`src/rtl/tex_addr_gen_if.sv`:
```
// Request/fetch handshake bundle for tex_addr_gen.
// slave: block side (takes requests, drives fetches); master: the surrounding pipeline.
interface tex_addr_gen_if #(
    parameter int ADDR_W = 32
);
    logic              req_valid_i;
    logic              req_ready_o;
    logic [10:0]       u_i;
    logic [10:0]       v_i;
    logic [10:0]       tx_width_i;
    logic [10:0]       tx_height_i;
    logic [ADDR_W-1:0] base_addr_i;
    logic              wrap_i;
    logic              fetch_valid_o;
    logic              fetch_ready_i;
    logic [ADDR_W-1:0] fetch_addr_o;
    logic [1:0]        fetch_idx_o;
    logic              fetch_last_o;

    modport slave (
        input  req_valid_i, u_i, v_i, tx_width_i, tx_height_i,
        input  base_addr_i, wrap_i, fetch_ready_i,
        output req_ready_o, fetch_valid_o, fetch_addr_o,
        output fetch_idx_o, fetch_last_o
    );

    modport master (
        output req_valid_i, u_i, v_i, tx_width_i, tx_height_i,
        output base_addr_i, wrap_i, fetch_ready_i,
        input  req_ready_o, fetch_valid_o, fetch_addr_o,
        input  fetch_idx_o, fetch_last_o
    );
endinterface

```
`src/rtl/tex_addr_gen.sv`:
```
// Texel address generator: sanitises (u,v), applies wrap, emits texel byte addresses.
// Ports: core_clock_i, core_reset_n_i (async low), bus (tex_addr_gen_if.slave).
// Macro TEX_BILINEAR_EN: issue the 2x2 footprint (4 fetches) instead of one fetch.
module tex_addr_gen #(
    parameter int ADDR_W           = 32,
    parameter int TEXEL_BYTES_LOG2 = 2
) (
    input  logic          core_clock_i,
    input  logic          core_reset_n_i,
    tex_addr_gen_if.slave bus
);

    typedef enum logic [1:0] {
        IDLE,
        CALC,
        ISSUE
    } state_t;

    state_t r_state;
    state_t w_next;

    logic              w_req_ready;
    logic              w_fetch_valid;
    logic              w_accept;
    logic              w_fire;
    logic              w_last;
    logic              w_issue;

    logic [10:0]       w_w;
    logic [10:0]       w_h;
    logic [10:0]       w_u;
    logic [10:0]       w_v;

    logic [ADDR_W-1:0] r_base;
    logic [10:0]       r_u;
    logic [10:0]       r_v;
    logic [10:0]       r_w;
    logic [21:0]       r_row0;

    logic [10:0]       w_col;
    logic [21:0]       w_row;
    logic [22:0]       w_sum;
    logic [ADDR_W-1:0] w_addr;

`ifdef TEX_BILINEAR_EN
    logic [11:0]       w_u_inc;
    logic [11:0]       w_v_inc;
    logic [10:0]       w_u1;
    logic [10:0]       w_v1;
    logic [10:0]       r_u1;
    logic [10:0]       r_v1;
    logic [21:0]       r_row1;
    logic [1:0]        r_idx;
`endif

    // Zero dimensions behave as 1; out-of-range coords clamp to the edge
    // regardless of wrap mode.
    always_comb begin
        w_w = (bus.tx_width_i == 11'd0) ? 11'd1 : bus.tx_width_i;
        w_h = (bus.tx_height_i == 11'd0) ? 11'd1 : bus.tx_height_i;
        w_u = (bus.u_i >= w_w) ? w_w - 11'd1 : bus.u_i;
        w_v = (bus.v_i >= w_h) ? w_h - 11'd1 : bus.v_i;
    end

`ifdef TEX_BILINEAR_EN
    // Neighbour only ever overshoots by one, so a single compare suffices.
    always_comb begin
        w_u_inc = {1'b0, w_u} + 12'd1;
        w_v_inc = {1'b0, w_v} + 12'd1;
        w_u1    = w_u_inc[10:0];
        w_v1    = w_v_inc[10:0];
        if (w_u_inc == {1'b0, w_w}) begin
            w_u1 = bus.wrap_i ? 11'd0 : w_w - 11'd1;
        end
        if (w_v_inc == {1'b0, w_h}) begin
            w_v1 = bus.wrap_i ? 11'd0 : w_h - 11'd1;
        end
    end
`endif

    always_ff @(posedge core_clock_i or negedge core_reset_n_i) begin
        if (!core_reset_n_i) begin
            r_state <= IDLE;
        end else begin
            r_state <= w_next;
        end
    end

    always_comb begin
        w_next        = r_state;
        w_req_ready   = 1'b0;
        w_fetch_valid = 1'b0;
        unique case (r_state)
            IDLE: begin
                w_req_ready = 1'b1;
                if (bus.req_valid_i) begin
                    w_next = CALC;
                end
            end
            CALC: begin
                w_next = ISSUE;
            end
            ISSUE: begin
                w_fetch_valid = 1'b1;
                if (bus.fetch_ready_i && w_last) begin
                    w_next = IDLE;
                end
            end
            default: begin
                w_next = IDLE;
            end
        endcase
    end

    assign w_issue  = (r_state == ISSUE);
    assign w_accept = bus.req_valid_i && w_req_ready;
    assign w_fire   = w_fetch_valid && bus.fetch_ready_i;

    always_ff @(posedge core_clock_i or negedge core_reset_n_i) begin
        if (!core_reset_n_i) begin
            r_base <= '0;
            r_u    <= '0;
            r_v    <= '0;
            r_w    <= '0;
            r_row0 <= '0;
        end else begin
            if (w_accept) begin
                r_base <= bus.base_addr_i;
                r_u    <= w_u;
                r_v    <= w_v;
                r_w    <= w_w;
            end
            if (r_state == CALC) begin
                r_row0 <= {11'd0, r_v} * {11'd0, r_w};
            end
        end
    end

`ifdef TEX_BILINEAR_EN
    always_ff @(posedge core_clock_i or negedge core_reset_n_i) begin
        if (!core_reset_n_i) begin
            r_u1   <= '0;
            r_v1   <= '0;
            r_row1 <= '0;
            r_idx  <= '0;
        end else begin
            if (w_accept) begin
                r_u1 <= w_u1;
                r_v1 <= w_v1;
            end
            if (r_state == CALC) begin
                r_row1 <= {11'd0, r_v1} * {11'd0, r_w};
                r_idx  <= 2'd0;
            end else if (w_fire) begin
                r_idx <= r_idx + 2'd1;
            end
        end
    end

    // idx bit 0 selects the right column, bit 1 the lower row.
    assign w_col  = r_idx[0] ? r_u1 : r_u;
    assign w_row  = r_idx[1] ? r_row1 : r_row0;
    assign w_last = w_issue && (r_idx == 2'd3);
    assign bus.fetch_idx_o = w_issue ? r_idx : 2'd0;
`else
    assign w_col  = r_u;
    assign w_row  = r_row0;
    assign w_last = w_issue;
    assign bus.fetch_idx_o = 2'd0;
`endif

    assign w_sum  = {1'b0, w_row} + {12'd0, w_col};
    assign w_addr = r_base + (ADDR_W'(w_sum) << TEXEL_BYTES_LOG2);

    assign bus.req_ready_o   = w_req_ready;
    assign bus.fetch_valid_o = w_fetch_valid;
    assign bus.fetch_addr_o  = w_issue ? w_addr : '0;
    assign bus.fetch_last_o  = w_last;

endmodule

```
`src/flat_wrapper.sv`:
```
// flat-port wrapper written by rule: the top's interface ports become plain ports
module tex_addr_gen_flat 
#(
    parameter int ADDR_W           = 32,
    parameter int TEXEL_BYTES_LOG2 = 2
)
  (core_clock_i, core_reset_n_i, bus_req_valid_i, bus_u_i, bus_v_i, bus_tx_width_i, bus_tx_height_i, bus_base_addr_i, bus_wrap_i, bus_fetch_ready_i, bus_req_ready_o, bus_fetch_valid_o, bus_fetch_addr_o, bus_fetch_idx_o, bus_fetch_last_o);
  tex_addr_gen_if #(.ADDR_W(ADDR_W)) bus_i ();
  input  logic core_clock_i;
  input  logic core_reset_n_i;
  input wire logic [$bits(bus_i.req_valid_i)-1:0] bus_req_valid_i;
  input wire logic [$bits(bus_i.u_i)-1:0] bus_u_i;
  input wire logic [$bits(bus_i.v_i)-1:0] bus_v_i;
  input wire logic [$bits(bus_i.tx_width_i)-1:0] bus_tx_width_i;
  input wire logic [$bits(bus_i.tx_height_i)-1:0] bus_tx_height_i;
  input wire logic [$bits(bus_i.base_addr_i)-1:0] bus_base_addr_i;
  input wire logic [$bits(bus_i.wrap_i)-1:0] bus_wrap_i;
  input wire logic [$bits(bus_i.fetch_ready_i)-1:0] bus_fetch_ready_i;
  output wire logic [$bits(bus_i.req_ready_o)-1:0] bus_req_ready_o;
  output wire logic [$bits(bus_i.fetch_valid_o)-1:0] bus_fetch_valid_o;
  output wire logic [$bits(bus_i.fetch_addr_o)-1:0] bus_fetch_addr_o;
  output wire logic [$bits(bus_i.fetch_idx_o)-1:0] bus_fetch_idx_o;
  output wire logic [$bits(bus_i.fetch_last_o)-1:0] bus_fetch_last_o;
  assign bus_i.req_valid_i = bus_req_valid_i;
  assign bus_i.u_i = bus_u_i;
  assign bus_i.v_i = bus_v_i;
  assign bus_i.tx_width_i = bus_tx_width_i;
  assign bus_i.tx_height_i = bus_tx_height_i;
  assign bus_i.base_addr_i = bus_base_addr_i;
  assign bus_i.wrap_i = bus_wrap_i;
  assign bus_i.fetch_ready_i = bus_fetch_ready_i;
  assign bus_req_ready_o = bus_i.req_ready_o;
  assign bus_fetch_valid_o = bus_i.fetch_valid_o;
  assign bus_fetch_addr_o = bus_i.fetch_addr_o;
  assign bus_fetch_idx_o = bus_i.fetch_idx_o;
  assign bus_fetch_last_o = bus_i.fetch_last_o;
  tex_addr_gen #(.ADDR_W(ADDR_W), .TEXEL_BYTES_LOG2(TEXEL_BYTES_LOG2)) u_core (.core_clock_i(core_clock_i), .core_reset_n_i(core_reset_n_i), .bus(bus_i));
endmodule
```
`config.mk`:
```
export PLATFORM = sky130hd
export DESIGN_NAME = tex_addr_gen_flat
export DESIGN_NICKNAME = d
export VERILOG_FILES = /design/src/rtl/tex_addr_gen_if.sv /design/src/rtl/tex_addr_gen.sv /design/src/flat_wrapper.sv
export SDC_FILE = /design/constraint.sdc
export NUM_CORES = 1
export LEC_CHECK = 0
export CAP_MARGIN = 20
export CORE_ASPECT_RATIO = 2
export CORE_UTILIZATION = 54
export DETAILED_ROUTE_END_ITERATION = 10
export PLACE_DENSITY = 0.77
export SLEW_MARGIN = 20
export SYNTH_ARGS = -nofsm -noshare
export SYNTH_HDL_FRONTEND = slang
export SYNTH_SLANG_ARGS = --single-unit
export TNS_END_PERCENT = 50
```
`constraint.sdc`:
```
create_clock -name core_clock_i -period 14.3 [get_ports core_clock_i]
set_input_delay 4.29 -clock core_clock_i [delete_from_list [all_inputs] [get_ports core_clock_i]]
set_output_delay 4.29 -clock core_clock_i [all_outputs]
set_load 0.03 [all_outputs]
```
# After elaboration in Yosys (flattened, before gate mapping)

Index checks and enable logic that the tools add are counted.

Word-level logic and storage cells: 33
Flip-flop bits (word level): 89
Bits of input ports: 81
Output and inout bits: 37

Reductions and logical operators: 6
Add/sub/neg operators: 4
Multiplexer cells: 10
Equality and inequality tests: 4
Magnitude comparators: 2
Multipliers: 1

Operator list:

| cell                                                | count |
|---|---|
| two-way mux 11 bit                                  | 4 |
| adder 32 x 25 -> 32 bit                             | 1 |
| two-way mux 32 bit                                  | 1 |
| adder 22 x 11 -> 23 bit                             | 1 |
| greater-or-equal comparator 11 bit                  | 2 |
| logical NOT 11 bit                                  | 2 |
| multiplier 11 x 11 -> 22 bit                        | 1 |
| subtractor 11 x 1 -> 11 bit (second input constant) | 2 |
| case mux 2 bit (3 select lines)                     | 1 |
| two-way mux 2 bit                                   | 2 |
| inequality test 2 bit (second input constant)       | 2 |
| == test 2 x 1 -> 1 bit (second input constant)      | 1 |
| == test 2 bit (second input constant)               | 1 |
| logical AND 1 bit                                   | 2 |
| logical NOT 2 bit                                   | 1 |
| two-way mux 1 bit                                   | 2 |
| AND reduction 2 bit                                 | 1 |

# Longest topological paths before layout

Depth in word-level cells: 4
Depth in mapped cells: 19
Depth with buffers taken out: 18

# Least setup slack after synthesis

No wires, ideal clock.

Kind: register to output
Start: reg u_core.r_row0[0]
End: out bus_fetch_addr_o[25]
Arrival: 4.027 ns
Path buffers: 0
Cell stages (with the launch flop): 17
Slack: 5.983 ns
Data required time: 10.010 ns
Cells stage by stage: dfrtp_1 ha_1 inv_1 fa_1 nor2b_1 o21a_1 o21ai_1 a211o_1 and4_1 or3_1 ha_1 nand4_1 nor2_1 a311oi_1 a21o_1 o21a_1 nor3_1

Word-level cells in the longest chain between the ends: 3

RTL lines:

| item                    | RTL line            | text |
|---|---|---|
| start, declared         | tex_addr_gen.sv:38  | `logic [21:0] r_row0;` |
| start signal, assigned  | tex_addr_gen.sv:134 | `r_row0 <= {11'd0, r_v} * {11'd0, r_w};` |
| adder 22 x 11 -> 23 bit | tex_addr_gen.sv:172 | `assign w_sum = {1'b0, w_row} + {12'd0, w_col};` |
| adder 32 x 25 -> 32 bit | tex_addr_gen.sv:173 | `assign w_addr = r_base + (ADDR_W'(w_sum) << TEXEL_BYTES_LOG2);` |
| two-way mux 32 bit      | tex_addr_gen.sv:177 | `assign bus.fetch_addr_o = w_issue ? w_addr : '0;` |
| end, declared           | flat_wrapper.sv:21  | `output wire logic [$bits(bus_i.fetch_addr_o)-1:0] bus_fetch_addr_o;` |

No other way between the ends.

# Worst setup path after layout

Start: reg u_core.r_row0[5]
End: out bus_fetch_addr_o[28]

Same word-level chain as after synthesis.

==> flow_summary.yaml <==
routing:
  vias: 9980
  drc: 0
  dr_wl_met3_um: 690
  drtIter0Drc: 345
  top_layer: "met4"
  wl_per_cell_um: 17.2
  firstDrtPassIters: 5
  wl_met2_mm: 16.8
  finalWirelength_mm: 29.8
  vias_per_cell: 5.75
  antenna_left: 0
  wl_met1_mm: 10.3
min_path:
  min_path_type: "reg -> reg"
  min-delay-start: "u_core.r_base[0]"
  hold_end: "u_core.r_base[0]"
  hold_depth: 2
placed_design:
  io_buffers: 114
  gp_congestion: 0.912
  hpwlAfterDp_mm: 24.0
grt:
  grt_pass1_vias: 10500
  antenna_found_initial: 1
  grt_max_degree: 65
  grt.total_usage: 0.294
  grt_pass1_wl_mm: 49.0
  grt_overflow: 0
synthesis:
  syn_area_um2: 11200
  netlist.area_leader.share: 0.199
  netlist_instances: 1395
  yosys.area.top_type: "dfrtp_1"
  yosysUniqueCellTypes: 69
  yosysWarnings: 0
  synth-seq-area-share: 0.199
  synthArstFlopShare: 1.00
  synth_edf_count: 0
  synth-seq-cells: 89
  synth.area.top_cells: "dfrtp_1, fa_1, ha_1, nand2_1, inv_1"
  synth_area_per_cell_um2: 8.00
  ys.flop_type: "dfrtp_1"
outcome:
  status: "finished, final reports clean"
worst_setup_path:
  r2r_setup_slack_ps: 8350
  r2r_cells: 16
  slowest_delay_ps: 680
  required_ps: 10010
  path_class: "reg -> out"
  reg2reg_to: "u_core.r_row0[21]"
  cp-start-kind: "flip-flop"
  r2r-start: "u_core.r_v[5]"
  cp_max_fo: 7
  crit_path_end_kind: "primary output"
  cp_slowest_cell: "clkdlybuf4s50_1"
  critical_path_arrival_ps: 5470
  cp_cell_sequence: "ha_1, o21a_1, o21ai_0, a311oi_1, o211ai_1, nand2_1, xor2_1, ha_1, o21ai_0, a31oi_1, o21bai_1, a311oi_1, mux2i_1, clkdlybuf4s50_1"
layout:
  layout.cells.most_common: "nand2_1"
  final_util: 0.626
  most-common-layout-cells: "nand2_1, inv_1, ha_1"
  layout.nets: 1744
  drive_above_1_share: 0.0259
  area_growth_pct: 14.2
floorplan:
  initial_core_util: 0.548
  coreArea_um2: 20400
  ioPinCount: 118
  fp.dieArea_um2: 21300
  placementRows: 74
  die_h_um: 205
  die_w_um: 104
sta:
  drv_slew: 0
  fin_tns_setup_ps: 0
  clock_skew_ps: 8.44
  max_slew_margin: 0.385
  min_period_ps: 9760
  hold_viol: 0
  tightest_slew_ps: 918
  setup-violations-final: 0
  finalCritPeriodShare: 0.683
  clock.fmax_mhz: 102
  rsz0062_at_grt: "no"
  hold_ws_ps: 483
clocking:
  ctsHoldBuffers: 0
  htreeDepth: 3
  ctsResizeCount: 0
  root_buffer: "clkbuf_16"
  cts_tree: "built"
  cts_inserted_buffers: 9
  ctsLongestPathBuffers: 2
  cts_setup_buffers: 0
  cts_sinks: 89
  clock_latency_ps: 370
  cts.clk_slew.worst_paths_ps: 70
job:
  cap_violations: 0
[area by class of cell]
cell class	instances	area, µm²
multi-input cells	1087	8110
fillers	1847	7620
flip-flops and latches	89	2230
repair buffers	120	1180
inverters	156	586
well taps	266	333
clock buffers	9	225
clock inverters	7	87.6
diodes	1	2.50
[per-stage QoR]
stage	area (µm²)	std cells	setup WS [ps]
global placement	12400	1718	4950
detailed placement	12400	1718	4990
floorplan	11200	1396	5980
finish	12800	1735	4540
global route	12800	1735	4180
CTS	12700	1734	4550
[cell usage after synthesis, types with 3 or more instances]
cell	instances
xnor2_1	30
a21oi_1	66
a31oi_1	9
and3_1	8
xor2_1	14
or3_1	7
and2_1	75
ha_1	118
nand3_1	28
o2111ai_1	6
nand2_1	267
inv_1	155
a221o_1	3
nor3_1	35
o21ai_0	66
a221oi_1	3
mux2i_1	19
nor2b_1	7
a21boi_0	6
nor4_1	9
o311ai_0	9
buf_2	3
a21o_1	24
a211oi_1	6
fa_1	82
nor3b_1	8
buf_1	3
clkbuf_1	55
a211o_1	3
and4_1	3
nor2_1	55
or2_2	3
o21a_1	13
o31ai_1	13
a311oi_1	4
o211a_1	5
nand4_1	23
o211ai_1	10
buf_4	3
dfrtp_1	89
nand2b_1	15
[registers in the layout, summed over array words and instances (netlist names)]
signal,cells
u_core.r_base,32
u_core.r_state,2
u_core.r_v,11
u_core.r_row0,22
u_core.r_u,11
u_core.r_w,11
[kinds of logic after synthesis]
logic type               count (synthesis)  share of synthesized area
AO/OA/AOI/OAI                          266                      0.157
XOR/XNOR                                44                     0.0345
adder cells (fa/ha/maj)                200                      0.279
buffers and inverters                  220                     0.0753
flip-flops                              89                      0.199
multiplexers                            21                     0.0191
other                                    1                   0.000336
AND/OR/NAND/NOR                        554                      0.235
[worst max-delay path by stage]
stage                                       to        startpoint  cells after the start  slack (ps)
final                     bus_fetch_addr_o[28]  u_core.r_row0[5]                     14        4540
after CTS                 bus_fetch_addr_o[30]  u_core.r_row0[5]                     15        4550
after global placement    bus_fetch_addr_o[30]  u_core.r_row0[5]                     15        4950
after detailed placement  bus_fetch_addr_o[30]  u_core.r_row0[5]                     15        4990
after floorplan           bus_fetch_addr_o[25]  u_core.r_row0[0]                     16        5980
after global routing      bus_fetch_addr_o[30]  u_core.r_row0[5]                     15        4180
[critical path: cells and delay by family (launching register included)]
family                   cells  cell delay (ps)
buffers and inverters        1              680
flip-flops                   1              380
AO/OA/AOI/OAI                8             2740
multiplexers                 1              230
XOR/XNOR                     1              190
AND/OR/NAND/NOR              1              140
adder cells (fa/ha/maj)      2              770
[metal layers]
metal | vias to the layer above | track usage
li1 | 4849 | -
met1 | 4762 | 0.266
met2 | 250 | 0.595
met3 | 119 | 0.0266
met4 | 0 | 0.220
met5 | - | 0
Power is left out: the tool's default activity adds up to more than one toggle a clock period on the data nets, which glitch-free logic cannot reach.
